===== config.mk =====
export PLATFORM = sky130hd
export DESIGN_NAME = cpu_core
export DESIGN_NICKNAME = d
export VERILOG_FILES = /design/src/rtl/cpu_pkg.sv /design/src/rtl/alu.sv /design/src/rtl/cpu_decode.sv /design/src/rtl/cpu_core.sv
export SDC_FILE = /design/constraint.sdc
export NUM_CORES = 1
export LEC_CHECK = 0
export CAP_MARGIN = 20
export CORE_AREA = 2 2 150 108
export DETAILED_ROUTE_END_ITERATION = 16
export DIE_AREA = 0 0 152 110
export SYNTH_ARGS = -nofsm -noshare
export SYNTH_HDL_FRONTEND = slang
export SYNTH_SLANG_ARGS = --single-unit

===== constraint.sdc =====
create_clock -name clk -period 6.4 [get_ports clk]
set_input_delay 1.28 -clock clk [delete_from_list [all_inputs] [get_ports clk]]
set_output_delay 1.28 -clock clk [all_outputs]
set_load 0.02 [all_outputs]

===== src/rtl/cpu_pkg.sv =====
// Shared types and constants for the cpu_core 6502-subset processor:
// FSM state encoding, decode result fields, opcode values and flag positions.
package cpu_pkg;

    typedef enum logic [3:0] {
        RST0, RST1, RST2, FETCH, DECODE, OPLO, ADDR, EXEC, WRITE, JUMP, BRANCH, HALT
    } state_t;

    typedef enum logic [2:0] {
        CL_IMPL, CL_IMM, CL_ZP, CL_ABS, CL_STZ, CL_STA, CL_JMP, CL_BR
    } op_class_t;

    typedef enum logic [2:0] {
        ALU_NOP, ALU_PASS, ALU_ADC, ALU_AND, ALU_ORA, ALU_INC, ALU_CLC, ALU_SEC
    } alu_op_t;

    typedef enum logic [1:0] {
        DST_NONE, DST_A, DST_X, DST_Y
    } dest_t;

    typedef struct packed {
        op_class_t cls;
        alu_op_t   alu_op;
        dest_t     dest;
        logic      legal;
    } dec_t;

    localparam int FLAG_C = 0;
    localparam int FLAG_Z = 1;
    localparam int FLAG_N = 7;

    localparam logic [7:0] OP_NOP     = 8'hEA;
    localparam logic [7:0] OP_INX     = 8'hE8;
    localparam logic [7:0] OP_CLC     = 8'h18;
    localparam logic [7:0] OP_SEC     = 8'h38;
    localparam logic [7:0] OP_LDA_IMM = 8'hA9;
    localparam logic [7:0] OP_LDX_IMM = 8'hA2;
    localparam logic [7:0] OP_LDY_IMM = 8'hA0;
    localparam logic [7:0] OP_ADC_IMM = 8'h69;
    localparam logic [7:0] OP_AND_IMM = 8'h29;
    localparam logic [7:0] OP_ORA_IMM = 8'h09;
    localparam logic [7:0] OP_LDA_ZP  = 8'hA5;
    localparam logic [7:0] OP_ADC_ZP  = 8'h65;
    localparam logic [7:0] OP_AND_ZP  = 8'h25;
    localparam logic [7:0] OP_ORA_ZP  = 8'h05;
    localparam logic [7:0] OP_LDA_ABS = 8'hAD;
    localparam logic [7:0] OP_ADC_ABS = 8'h6D;
    localparam logic [7:0] OP_STA_ZP  = 8'h85;
    localparam logic [7:0] OP_STA_ABS = 8'h8D;
    localparam logic [7:0] OP_JMP_ABS = 8'h4C;
    localparam logic [7:0] OP_BEQ     = 8'hF0;
    localparam logic [7:0] OP_BNE     = 8'hD0;
    localparam logic [7:0] OP_BCS     = 8'hB0;
    localparam logic [7:0] OP_BCC     = 8'h90;

endpackage


===== src/rtl/alu.sv =====
// 8-bit ALU used by cpu_core: pass-through, add-with-carry, AND, OR,
// increment, and explicit carry clear/set.
module alu
    import cpu_pkg::*;
(
    input  alu_op_t    op,
    input  logic [7:0] a,
    input  logic [7:0] b,
    input  logic       cin,
    output logic [7:0] y,
    output logic       cout
);

    // Result and carry for the selected operation; carry passes through by default.
    always_comb begin
        y    = b;
        cout = cin;
        case (op)
            ALU_PASS: y = b;
            ALU_ADC:  {cout, y} = {1'b0, a} + {1'b0, b} + {8'h00, cin};
            ALU_AND:  y = a & b;
            ALU_ORA:  y = a | b;
            ALU_INC:  y = a + 8'd1;
            ALU_CLC:  cout = 1'b0;
            ALU_SEC:  cout = 1'b1;
            default:  ;
        endcase
    end

endmodule


===== src/rtl/cpu_decode.sv =====
// Opcode lookup: class, ALU operation, destination register and legality.
// Branches (BEQ/BNE/BCS/BCC) are legal only when CPU_BRANCH_EN is defined;
// otherwise they decode as illegal and halt the core.
module cpu_decode
    import cpu_pkg::*;
(
    input  logic [7:0] opcode,
    output dec_t       dec
);

    // Pure table lookup; anything not listed is illegal.
    always_comb begin
        dec = '{CL_IMPL, ALU_NOP, DST_NONE, 1'b0};
        case (opcode)
            OP_NOP:     dec = '{CL_IMPL, ALU_NOP,  DST_NONE, 1'b1};
            OP_INX:     dec = '{CL_IMPL, ALU_INC,  DST_X,    1'b1};
            OP_CLC:     dec = '{CL_IMPL, ALU_CLC,  DST_NONE, 1'b1};
            OP_SEC:     dec = '{CL_IMPL, ALU_SEC,  DST_NONE, 1'b1};
            OP_LDA_IMM: dec = '{CL_IMM,  ALU_PASS, DST_A,    1'b1};
            OP_LDX_IMM: dec = '{CL_IMM,  ALU_PASS, DST_X,    1'b1};
            OP_LDY_IMM: dec = '{CL_IMM,  ALU_PASS, DST_Y,    1'b1};
            OP_ADC_IMM: dec = '{CL_IMM,  ALU_ADC,  DST_A,    1'b1};
            OP_AND_IMM: dec = '{CL_IMM,  ALU_AND,  DST_A,    1'b1};
            OP_ORA_IMM: dec = '{CL_IMM,  ALU_ORA,  DST_A,    1'b1};
            OP_LDA_ZP:  dec = '{CL_ZP,   ALU_PASS, DST_A,    1'b1};
            OP_ADC_ZP:  dec = '{CL_ZP,   ALU_ADC,  DST_A,    1'b1};
            OP_AND_ZP:  dec = '{CL_ZP,   ALU_AND,  DST_A,    1'b1};
            OP_ORA_ZP:  dec = '{CL_ZP,   ALU_ORA,  DST_A,    1'b1};
            OP_LDA_ABS: dec = '{CL_ABS,  ALU_PASS, DST_A,    1'b1};
            OP_ADC_ABS: dec = '{CL_ABS,  ALU_ADC,  DST_A,    1'b1};
            OP_STA_ZP:  dec = '{CL_STZ,  ALU_NOP,  DST_NONE, 1'b1};
            OP_STA_ABS: dec = '{CL_STA,  ALU_NOP,  DST_NONE, 1'b1};
            OP_JMP_ABS: dec = '{CL_JMP,  ALU_NOP,  DST_NONE, 1'b1};
`ifdef CPU_BRANCH_EN
            OP_BEQ, OP_BNE, OP_BCS, OP_BCC:
                        dec = '{CL_BR,   ALU_NOP,  DST_NONE, 1'b1};
`else
`endif
            default:    ;
        endcase
    end

endmodule


===== src/rtl/cpu_core.sv =====
// Multi-cycle 8-bit 6502-subset core with reset-vector fetch, zp/abs
// addressing, stores, N/Z/C flags, rdy wait states and illegal-opcode halt.
// Memory returns read data one cycle after the address. Conditional
// branches are compiled in when CPU_BRANCH_EN is defined (see cpu_decode).
//
// state  | meaning
// RST0   | drive low vector address
// RST1   | drive high vector address, latch low byte
// RST2   | load PC from vector
// FETCH  | drive PC, PC+1
// DECODE | opcode on D_in; implied ops execute here
// OPLO   | latch absolute low byte, fetch high byte
// ADDR   | drive effective address for a read
// EXEC   | operand on D_in, update registers/flags
// WRITE  | store A at effective address
// JUMP   | load PC from absolute operand
// BRANCH | apply relative offset if condition holds
// HALT   | illegal opcode, wait for reset
module cpu_core
    import cpu_pkg::*;
#(
    parameter int          ADDR_W    = 16,
    parameter logic [15:0] RESET_VEC = 16'hFFFC
) (
    input  logic              clk,
    input  logic              rst_n,
    input  logic              rdy,
    output logic              RW,
    output logic [ADDR_W-1:0] AD,
    input  logic [7:0]        D_in,
    output logic [7:0]        D_out,
    output logic              sync,
    output logic              halt
);

    localparam logic [ADDR_W-1:0] PC_ONE = ADDR_W'(1);

    state_t            state_q;
    logic [ADDR_W-1:0] pc_q;
    logic [7:0]        a_q, x_q, y_q, p_q;
    logic [7:0]        lo_q, ir_q, din_q;
    logic              stall_q;
    logic              stall, commit, br_taken, alu_c;
    logic [7:0]        din, opcode, alu_a, alu_y;
    logic [15:0]       ad16, tgt16, off16;
    dec_t              dec;

    // During a stall the bus keeps returning data for the held address, so the
    // byte that belongs to the current state is replayed from din_q.
    assign stall    = !rdy && (state_q != WRITE);
    assign din      = stall_q ? din_q : D_in;
    assign opcode   = (state_q == DECODE) ? din : ir_q;
    assign alu_a    = (state_q == DECODE) ? x_q : a_q;
    assign tgt16    = {din, lo_q};
    assign off16    = {{8{din[7]}}, din};
    assign commit   = !stall && ((state_q == EXEC) ||
                      (state_q == DECODE && dec.legal && dec.cls == CL_IMPL));
    assign sync     = (state_q == FETCH);
    assign halt     = (state_q == HALT);
    assign AD       = ad16[ADDR_W-1:0];

    cpu_decode u_decode (
        .opcode (opcode),
        .dec    (dec)
    );

    alu u_alu (
        .op   (dec.alu_op),
        .a    (alu_a),
        .b    (din),
        .cin  (p_q[FLAG_C]),
        .y    (alu_y),
        .cout (alu_c)
    );

    // Branch condition from the latched opcode and current flags.
    always_comb begin
        case (ir_q)
            OP_BEQ:  br_taken = p_q[FLAG_Z];
            OP_BNE:  br_taken = !p_q[FLAG_Z];
            OP_BCS:  br_taken = p_q[FLAG_C];
            OP_BCC:  br_taken = !p_q[FLAG_C];
            default: br_taken = 1'b0;
        endcase
    end

    // Bus address and direction decoded from state and latched bytes.
    always_comb begin
        ad16 = 16'(pc_q);
        RW   = 1'b1;
        case (state_q)
            RST0:  ad16 = RESET_VEC;
            RST1:  ad16 = RESET_VEC + 16'd1;
            ADDR:  ad16 = (dec.cls == CL_ZP) ? {8'h00, din} : tgt16;
            WRITE: begin
                ad16 = (dec.cls == CL_STZ) ? {8'h00, din} : tgt16;
                RW   = 1'b0;
            end
            default: ;
        endcase
    end

    // Architectural registers and flags, written at the end of EXEC or an implied DECODE.
    always_ff @(posedge clk or negedge rst_n) begin
        if (!rst_n) begin
            a_q <= 8'h00;
            x_q <= 8'h00;
            y_q <= 8'h00;
            p_q <= 8'h00;
        end else if (commit) begin
            case (dec.dest)
                DST_A:   a_q <= alu_y;
                DST_X:   x_q <= alu_y;
                DST_Y:   y_q <= alu_y;
                default: ;
            endcase
            if (dec.dest != DST_NONE) begin
                p_q[FLAG_N] <= alu_y[7];
                p_q[FLAG_Z] <= (alu_y == 8'h00);
            end
            if (dec.alu_op inside {ALU_ADC, ALU_CLC, ALU_SEC})
                p_q[FLAG_C] <= alu_c;
        end
    end

    // Sequencer: state, PC, byte latches and write data.
    always_ff @(posedge clk or negedge rst_n) begin
        if (!rst_n) begin
            state_q <= RST0;
            pc_q    <= '0;
            lo_q    <= 8'h00;
            ir_q    <= 8'h00;
            din_q   <= 8'h00;
            stall_q <= 1'b0;
            D_out   <= 8'h00;
        end else begin
            stall_q <= stall;
            din_q   <= din;
            if (!stall) begin
                case (state_q)
                    RST0: state_q <= RST1;
                    RST1: begin
                        lo_q    <= din;
                        state_q <= RST2;
                    end
                    RST2: begin
                        pc_q    <= tgt16[ADDR_W-1:0];
                        state_q <= FETCH;
                    end
                    FETCH: begin
                        pc_q    <= pc_q + PC_ONE;
                        state_q <= DECODE;
                    end
                    DECODE: begin
                        ir_q <= din;
                        if (!dec.legal) begin
                            state_q <= HALT;
                        end else if (dec.cls == CL_IMPL) begin
                            state_q <= FETCH;
                        end else begin
                            pc_q <= pc_q + PC_ONE;
                            case (dec.cls)
                                CL_IMM:  state_q <= EXEC;
                                CL_ZP:   state_q <= ADDR;
                                CL_BR:   state_q <= BRANCH;
                                CL_STZ: begin
                                    D_out   <= a_q;
                                    state_q <= WRITE;
                                end
                                default: state_q <= OPLO;
                            endcase
                        end
                    end
                    OPLO: begin
                        lo_q <= din;
                        pc_q <= pc_q + PC_ONE;
                        case (dec.cls)
                            CL_STA: begin
                                D_out   <= a_q;
                                state_q <= WRITE;
                            end
                            CL_JMP:  state_q <= JUMP;
                            default: state_q <= ADDR;
                        endcase
                    end
                    ADDR:  state_q <= EXEC;
                    EXEC:  state_q <= FETCH;
                    WRITE: state_q <= FETCH;
                    JUMP: begin
                        pc_q    <= tgt16[ADDR_W-1:0];
                        state_q <= FETCH;
                    end
                    BRANCH: begin
                        if (br_taken)
                            pc_q <= pc_q + off16[ADDR_W-1:0];
                        state_q <= FETCH;
                    end
                    HALT:    state_q <= HALT;
                    default: state_q <= HALT;
                endcase
            end
        end
    end

endmodule


==> Word-level counts from Yosys, hierarchy flattened <==
Cells that the tools add are included.
{ "classes": {"bitwise": 3, "eq_ne": 54, "n_reduce_logical": 27, "mux": 25, "addsub": 5} }
{ "ops": {"columns": ["cell", "n"], "rows": [
  ["$pmux W9 S19", 1],
  ["$pmux W16 S4", 2],
  ["$eq A8 B8 Y1 const B", 13],
  ["$mux W16", 5],
  ["$mux W8", 7],
  ["$eq A8 B7 Y1 const B", 4],
  ["$pmux W8 S4", 1],
  ["$pmux W4 S7", 1],
  ["$eq A3 B3 Y1 const B", 8],
  ["$eq A8 B6 Y1 const B", 3],
  ["$add A16 B1 Y16 const B", 1],
  ["$add A16 B16 Y16", 1],
  ["$eq A4 B3 Y1 const B", 4],
  ["$eq A4 B4 Y1 const B", 4],
  ["$pmux W4 S4", 1],
  ["$pmux W8 S2", 1],
  ["$reduce_and A2 Y1", 5],
  ["$add A8 B8 Y9", 1],
  ["$add A9 B1 Y9", 1],
  ["$eq A3 B2 Y1 const B", 3],
  ["$add A8 B1 Y8 const B", 1],
  ["$and A8 B8 Y8", 1],
  ["$eq A4 B2 Y1 const B", 2],
  ["$eq A8 B3 Y1 const B", 1],
  ["other kinds (29)", 42]
]} }
{ "totals": {"out_inout_bits": 27, "reg_bits": 71, "input_bits": 11, "word_cells": 125} }

==> Depth between registers and ports, before layout <==
Gate-level depths: netlist of run 1.
{ "logic_depth": {"word_depth": 9, "mapped_depth": 19} }

==> Hierarchy <==
Synthesis of run 1 repeated with hierarchy kept, for this count alone.
{ "hier_totals": {"cells_unflattened": 705, "hier_area_um2": 5940.7} }
{ "by_module_without_submodules": {"columns": ["module", "area_each_um2", "seq_area_each_um2", "instances", "cells_per_inst"], "rows": [
  ["cpu_core", 4585.6, 1776.7, 1, 504],
  ["alu", 948.4, 0.0, 1, 139],
  ["cpu_decode", 406.6, 0.0, 1, 62]
]} }

==> Worst setup path after synthesis of run 1 <==
No wires, ideal clock.
{ "synth_path": {"path_type": "in2out", "from": "input port D_in[1]", "to": "output port AD[0]", "arrival_time_ns": 3.713, "setup_slack_ns": 1.407, "stages": 9, "path_buffers": 0, "required_ns": 5.120, "path_cell_list": "or3b_2 -> a21oi_2 -> a21oi_1 -> o221ai_1 -> or3_1 -> o311ai_0 -> a21oi_1 -> nand2_1 -> a41oi_1"} }
{ "synth_via": {"elab_chain_cells": 7, "elab_cells_between_ends": 27, "classes_between": "eq/ne (21); mux (6)"} }
{ "synth_lines": {"columns": ["item", "line_no", "source"], "rows": [
  ["start: declaration", "cpu_core.sv:30", "input logic [7:0] D_in,"],
  ["$mux W8 *", "cpu_core.sv:51", "assign din = stall_q ? din_q : D_in;"],
  ["$mux W8 *", null, null],
  ["$eq A8 B7 Y1, or another cell as far along", "cpu_decode.sv:14", "case (opcode)"],
  ["$pmux W9 S19 *", "cpu_decode.sv:14", null],
  ["$eq A3 B3 Y1 / $eq A3 B2 Y1 (equally long branches)", "cpu_core.sv:96, cpu_core.sv:94", null],
  ["$mux W16, on equally long branches", "cpu_core.sv:96, cpu_core.sv:94", null],
  ["$pmux W16 S4 *", "cpu_core.sv:91", "case (state_q)"],
  ["end: declaration", "cpu_core.sv:29", "output logic [ADDR_W-1:0] AD,"]
]} }
Mark *: on every way between the ends. The rest lies on a longest branch, timed or not.

==> Worst setup path in the final report of run 1 <==
{ "layout_path": {"from": "input port D_in[0]", "to": "output port AD[0]"} }
{ "layout_via": {"elab_chain_cells": 7, "elab_cells_between_ends": 27, "classes_between": "eq/ne (21); mux (6)"} }
{ "layout_lines": {"columns": ["item", "line_no"], "rows": [
  ["$mux W8 *", "cpu_core.sv:51"],
  ["$mux W8", null],
  ["$eq A8 B7 Y1, or another cell as far along", "cpu_decode.sv:14"],
  ["$pmux W9 S19", "cpu_decode.sv:14"],
  ["$eq A3 B3 Y1 / $eq A3 B2 Y1 (equally long branches)", "cpu_core.sv:96, cpu_core.sv:94"],
  ["$mux W16, on equally long branches", "cpu_core.sv:96, cpu_core.sv:94"],
  ["$pmux W16 S4 *", "cpu_core.sv:91"]
]} }
Marks and branches as above.

==> results of run 1 <==
## state kept, by name, summed over array words and instances, names as in the netlist
register,count
p_q,2
lo_q,8
din_q,8
ir_q,8
stall_q,1
x_q,8
state_q,4
pc_q,16
D_out,8
a_q,8
## cell usage after synthesis, drive strengths merged, types with 13 or more instances
cell type,n
xnor2,13
ha,25
a31oi,16
dfrtp,71
o22ai,21
nand2,58
inv,29
clkbuf,29
o21ai,38
nor2,87
nand3,13
a21oi,65
mux2i,17
nor3,27
mux2,30
buf,13
## worst paths after layout
kind                             to  slack (ns)  cells after the start
setup / recovery              AD[0]        0.29                     12
hold / removal             D_out[3]        0.50                      1
setup reg to reg             p_q[1]        1.84                     16
hold reg to reg            D_out[3]        0.50                      1
max in group asynchronous    x_q[1]        4.68                      1
min in group asynchronous  pc_q[15]        1.07                      1
## logic make-up after synthesis
| group | Yosys count | share of synthesized area (%) |
|---|---|---|
| fa+ha+maj | 28 | 6.04 |
| buf+inv | 71 | 4.76 |
| compound gates | 231 | 24.8 |
| mux | 47 | 8.78 |
| simple gates | 291 | 24.2 |
| flops | 71 | 28.8 |
| xor+xnor | 19 | 2.70 |
## power breakdown
group          total [µW]  internal [µW]  switching (µW)
Combinational        1480            628             852
Clock                 477            264             212
Sequential            758            564             194
Total                2710           1460            1260
## repair_timing
item | CTS | global route
endpoints found under the setup margin | 0 | 8
gates resized for setup | 0 | 3
endpoints found under the hold margin | 0 | 0
## cell usage in the layout (no fill, tap or decap), types with 13 or more instances in the layout
cell type	synthesis	final
a21oi_1	64	64
a31oi_1	16	16
buf_4	0	28
clkdlybuf4s50_1	0	36
dfrtp_1	71	71
ha_1	25	25
inv_1	28	28
mux2_2	22	22
mux2i_1	16	16
nand2_1	58	58
nand3_1	13	13
nor2_1	86	85
nor3_1	27	27
o21ai_0	36	36
o22ai_1	21	21
xnor2_1	13	13
## cell type report
| cell class | instances | area, µm² | share of cell area (%) |
|---|---|---|---|
| Timing Repair Buffer | 65 | 584 | 8.20 |
| Inverter | 29 | 109 | 1.53 |
| Tap cell | 200 | 250 | 3.51 |
| Multi-Input combinational cell | 616 | 4130 | 58.0 |
| Clock buffer | 10 | 229 | 3.21 |
| Sequential cell | 71 | 1780 | 24.9 |
| Clock inverter | 6 | 46.3 | 0.650 |
## layer usage
metal,vias up,share of wire [%],GRT usage [%]
met4,0,2.2,7.48
met2,302,40,35.5
met1,2960,48,37.5
li1,2900,-,-
met5,-,0,0
met3,30,9.2,6.57
## stage by stage
step	hold slack [ns]	cells
after floorplan	0.474	758
after global placement	0.490	979
after detailed placement	0.493	979
after CTS	0.508	995
after global routing	0.518	997
final	0.504	997
==> metrics.md, run 1 <==
| Metric | Value |
|---|---|
| Status | `complete, no violations` |
| # rows | `38` |
| Routed length per instance | `21.0 µm` |
| Pwr dens | `381 mW/mm²` |
| GPL Wtd Cong | `0.976` |
| Synth-to-layout area growth | `15.4%` |
| Bufs and invs on worst path | `3` |
| Crit path time final | `6.11 ns` |
| Final Hold Fails | `0` |
| Crit-path max FO | `8` |
| Worst R2R Start | `state_q[1]` |
| Max-cap check violation count | `0` |
| Seq cells post-synth | `71` |
| Nets | `831` |
| Crit-path slowest cell | `clkdlybuf4s50_1` |
| Synth top area share | `28.8%` |
| DRT antenna net count | `0` |
| Fmax | `164 MHz` |
| Critical path data required time | `5.12 ns` |
| Utilization of the core after routing | `46.7%` |
| Share of cells above drive strength 1 | `12.9%` |
| Crit path largest cell delay | `0.65 ns` |
| CTS clock-pin slew for the worst setup and hold paths | `0.06 ns` |
| Synth area leader | `dfrtp_1` |
| Worst Setup End Kind | `output pin` |
| Max clock buf depth | `2` |
| Iter 0 DRT Violations | `650` |
| Average cell area after synthesis | `8.14 µm²` |
| Rel. slew slack | `34.8%` |
| Grt total ovfl | `0` |
| Startpoint Class | `input pin` |
| # port buffers | `37` |
| DRT Wirelength | `20,900 µm` |
| Core Region | `0.0153 mm²` |
| CTS tree | `built` |
| Vias in the first global route | `5,619` |
| Worst vdd ir | `0.285 mV` |
| Cts bufs inserted | `9` |
| Final period utilization | `95.4%` |
| RSZ-0062 raised after global routing | `false` |
| Mapped Cells | `758` |
| # Post-CTS Setup Buffers | `0` |
| First-pass iteration count of the detailed router | `5` |
| Global-route wire length before repair | `32,400 µm` |
| Routed vias/inst | `6.21` |
| Largest net degree at the start of global routing | `72` |
| Overall Global Routing Usage | `25.2%` |
| Top-Level Pins | `38` |
| Static Leakage | `0.00301 µW` |
| Hold WC Path Type | `register to register` |
| EDFF count, synth | `0` |
| Final Max Slew Viols | `0` |
| Pre-CTS WS | `0.250 ns` |
| Fill cells | `1,487` |
| ANT cells | `0` |
| CP Class | `input pin to output pin` |
| Die ar. | `0.0167 mm²` |
| Setup TNS | `0 ns` |
| Largest cells by area after synthesis | `dfrtp_1 (29%), nor2_1 (5.2%), a21oi_1 (5.2%)` |
| Async S/R FF share, synth | `100%` |
| Setup Viol. Count Final | `0` |
| H-tree Lvls | `3` |
| Post-DP Area | `0.00681 mm²` |
| Ys flop type | `dfrtp_1` |
| Crit path DAT | `4.83 ns` |
| Horiz. Die Dim | `152 µm` |
| Clock latency at the later pin of the worst-skew pair | `0.35 ns` |
| Synthesized cell area | `0.00617 mm²` |
| Synth Warn # | `0` |
| Post-Syn Nets | `797` |
| DRC | `0` |
| Routed vias | `6,192` |
| Dpl hpwl | `15,100 µm` |
| CP top delay family | `buffers and inverters` |
| Critical path, cell by cell | `clkdlybuf4s50_1 -> or3b_2 -> a21oi_2 -> a21oi_1 -> o221ai_1 -> or3_1 -> o311ai_0 -> a21oi_1 -> buf_4 -> nand2_1 -> a41oi_1 -> clkdlybuf4s50_1` |
| Seq/Total Area, Yosys | `28.8%` |
| Cell variety after synth | `76` |
| Start point of the critical path | `D_in[0]` |
| Clk sinks | `71` |
| Die Y | `110 µm` |
| Clk root buf | `clkbuf_16` |
| Starting density of the core | `40.4%` |
| Antenna violations before repair | `0` |
| Worst-Margin Slew | `0.977 ns` |
| Final setup margin | `0.292 ns` |
| Hold buffers post-CTS | `0` |
| Design area | `0.00712 mm²` |
| Hold Startpoint | `D_out[3]` |
| Power Total | `2710 µW` |
| Clk_skew | `0.00809 ns` |
(Power assumes the default switching activity.)
==> run 2: changes to the inputs <==
- CTS_BUF_LIST: not set -> sky130_fd_sc_hd__clkbuf_8
==> metrics.md, run 2 (same netlist as run 1, synthesis figures left out) <==
| Metric | Value |
|---|---|
| Status | `complete, no violations (unchanged)` |
| H-tree Lvls | `3 (unchanged)` |
| Clock latency at the later pin of the worst-skew pair | `0.38 ns (was 0.35 ns)` |
| Dpl hpwl | `15,100 µm (unchanged)` |
| Critical path, cell by cell | `clkdlybuf4s50_1 -> or3b_2 -> a21oi_2 -> a21oi_1 -> o221ai_1 -> or3_1 -> o311ai_0 -> a21oi_1 -> buf_4 -> nand2_1 -> a41oi_1 -> clkdlybuf4s50_1 (unchanged)` |
| Hold buffers post-CTS | `0 (unchanged)` |
| GPL Wtd Cong | `0.976 (unchanged)` |
| Worst-Margin Slew | `0.965 ns (was 0.977 ns)` |
| Die Y | `110 µm (unchanged)` |
| # port buffers | `37 (unchanged)` |
| Top reg by flops | `pc_q (unchanged)` |
| Critical path data required time | `5.12 ns (about the same)` |
| Clk sinks | `71 (unchanged)` |
| ANT cells | `0 (unchanged)` |
| Final period utilization | `95.5% (was 95.4%)` |
| # rows | `38 (unchanged)` |
| Rel. slew slack | `35.7% (was 34.8%)` |
| Die ar. | `0.0167 mm² (unchanged)` |
| Setup TNS | `0 ns (unchanged)` |
| Core Region | `0.0153 mm² (unchanged)` |
| Max FFs per register | `16 (unchanged)` |
| Pwr dens | `366 mW/mm² (was 381 mW/mm²)` |
| Final Hold Fails | `0 (unchanged)` |
| Crit-path max FO | `8 (unchanged)` |
| Internal | `1330 µW (was 1460 µW)` |
| Top-Level Pins | `38 (unchanged)` |
| Commonest cells after routing, fill and taps aside | `nor2_1 (85), dfrtp_1 (71), a21oi_1 (64) (unchanged)` |
| Synth-to-layout area growth | `13.8% (was 15.4%)` |
| Share of cells above drive strength 1 | `12.9% (unchanged)` |
| Worst Setup End Kind | `output pin (unchanged)` |
| DRT antenna net count | `0 (unchanged)` |
| Crit path DAT | `4.83 ns (about the same)` |
| Static Leakage | `0.00297 µW (was 0.00301 µW)` |
| Worst vdd ir | `0.286 mV (was 0.285 mV)` |
| Horiz. Die Dim | `152 µm (unchanged)` |
| First-pass iteration count of the detailed router | `5 (unchanged)` |
| Crit path time final | `6.11 ns (about the same)` |
| Reg power frac | `29.4% (was 27.9%)` |
| Cts bufs inserted | `9 (unchanged)` |
| DRC | `0 (unchanged)` |
| Hold WC Path Type | `register to register (unchanged)` |
| Startpoint Class | `input pin (unchanged)` |
| NetSw | `1240 µW (was 1260 µW)` |
| Largest net degree at the start of global routing | `72 (unchanged)` |
| CTS tree | `built (unchanged)` |
| Final Max Slew Viols | `0 (unchanged)` |
| Fill cells | `1,494 (was 1,487)` |
| Routed length per instance | `21.0 µm (about the same)` |
| Antenna violations before repair | `0 (unchanged)` |
| Multi-input combinational cell area | `0.00413 mm² (unchanged)` |
| Crit path largest cell delay | `0.65 ns (about the same)` |
| Combinational share of power | `57.6% (was 54.5%)` |
| RSZ-0062 raised after global routing | `false (unchanged)` |
| DRT Wirelength | `20,900 µm (about the same)` |
| Setup Viol. Count Final | `0 (unchanged)` |
| CP Class | `input pin to output pin (unchanged)` |
| Fmax | `164 MHz (about the same)` |
| Nets | `831 (unchanged)` |
| Iter 0 DRT Violations | `699 (was 650)` |
| Clk root buf | `clkbuf_8 (was clkbuf_16)` |
| Global-route wire length before repair | `32,400 µm (about the same)` |
| Clk_skew | `0.0128 ns (was 0.00809 ns)` |
| Max clock buf depth | `2 (unchanged)` |
| Power Total | `2570 µW (was 2710 µW)` |
| Vias in the first global route | `5,618 (was 5,619)` |
| Overall Global Routing Usage | `25.2% (about the same)` |
| Starting density of the core | `40.4% (unchanged)` |
| Grt total ovfl | `0 (unchanged)` |
| Switching share of total power | `48.2% (was 46.4%)` |
| Max-cap check violation count | `0 (unchanged)` |
| Clock power share | `13.0% (was 17.6%)` |
| Routed vias | `6,159 (was 6,192)` |
| Routed vias/inst | `6.18 (was 6.21)` |
| Commonest non-fill, non-tap cell in the layout | `nor2_1 (unchanged)` |
| Register Area | `0.00178 mm² (unchanged)` |
| Crit-path slowest cell | `clkdlybuf4s50_1 (unchanged)` |
| CTS clock-pin slew for the worst setup and hold paths | `0.08 ns (was 0.06 ns)` |
## run 2: cell count changes in the layout (fill, tap and decap cells not counted), sizes merged
cell / delta
inv: +1
clkbuf: -1
## run 2: per-layer routing
| metal | share of wire (%) | track usage (%) |
|---|---|---|
| met1 | 49 | 37.6 |
| met2 | 40 | 35.3 |
| met3 | 8.4 | 6.68 |
| met4 | 2.1 | 7.41 |
| met5 | 0 | 0 |
## run 2: area by class of cell
| class | count | share of cell area [%] |
|---|---|---|
| Tap cell | 200 | 3.56 |
| Clock buffer | 9 | 1.76 |
| Clock inverter | 7 | 0.713 |
| Multi-Input combinational cell | 616 | 58.8 |
| Timing Repair Buffer | 65 | 8.32 |
| Sequential cell | 71 | 25.3 |
| Inverter | 29 | 1.55 |
## run 2: what timing repair did
action	4_1_cts	5_1_grt
gates resized for setup	0	3
setup endpoints to repair	0	8
setup buffers	0	0
## run 2: final timing paths
path | depth (start not counted) | slack, ns | to | startpoint
setup / recovery | 12 | 0.29 | AD[0] | D_in[0]
setup reg to reg | 16 | 1.84 | p_q[1] | state_q[1]
hold / removal | 1 | 0.51 | D_out[3] | D_out[3]
max in group asynchronous | 1 | 4.73 | x_q[1] | rst_n
min in group asynchronous | 1 | 1.03 | pc_q[15] | rst_n
hold reg to reg | 1 | 0.51 | D_out[3] | D_out[3]
## run 2: power by group through the flow
stage | Clock (µW) | Sequential, µW | Combinational [µW]
final | 335 | 756 | 1480
after CTS | 347 | 747 | 1450
after floorplan | 0 | 638 | 1080
after global placement | 0 | 752 | 1430
after detailed placement | 0 | 756 | 1440
after global routing | 367 | 774 | 1620
## run 2: worst max-delay path: cells and delay by family
family | cells | cell delay, ns
buf+inv | 3 | 1.41
simple gates | 3 | 0.81
compound gates | 6 | 1.33
## run 2: metrics by stage
step,hold WS (ns),utilization (%),instances,area (µm²),setup WS [ns]
after floorplan,0.474,-,758,6170,1.41
after global placement,0.490,44.6,979,6810,0.279
after detailed placement,0.493,44.6,979,6810,0.250
after CTS,0.514,45.8,995,6990,0.228
after global routing,0.525,46.0,997,7020,0.0101
final,0.508,46.0,997,7020,0.290
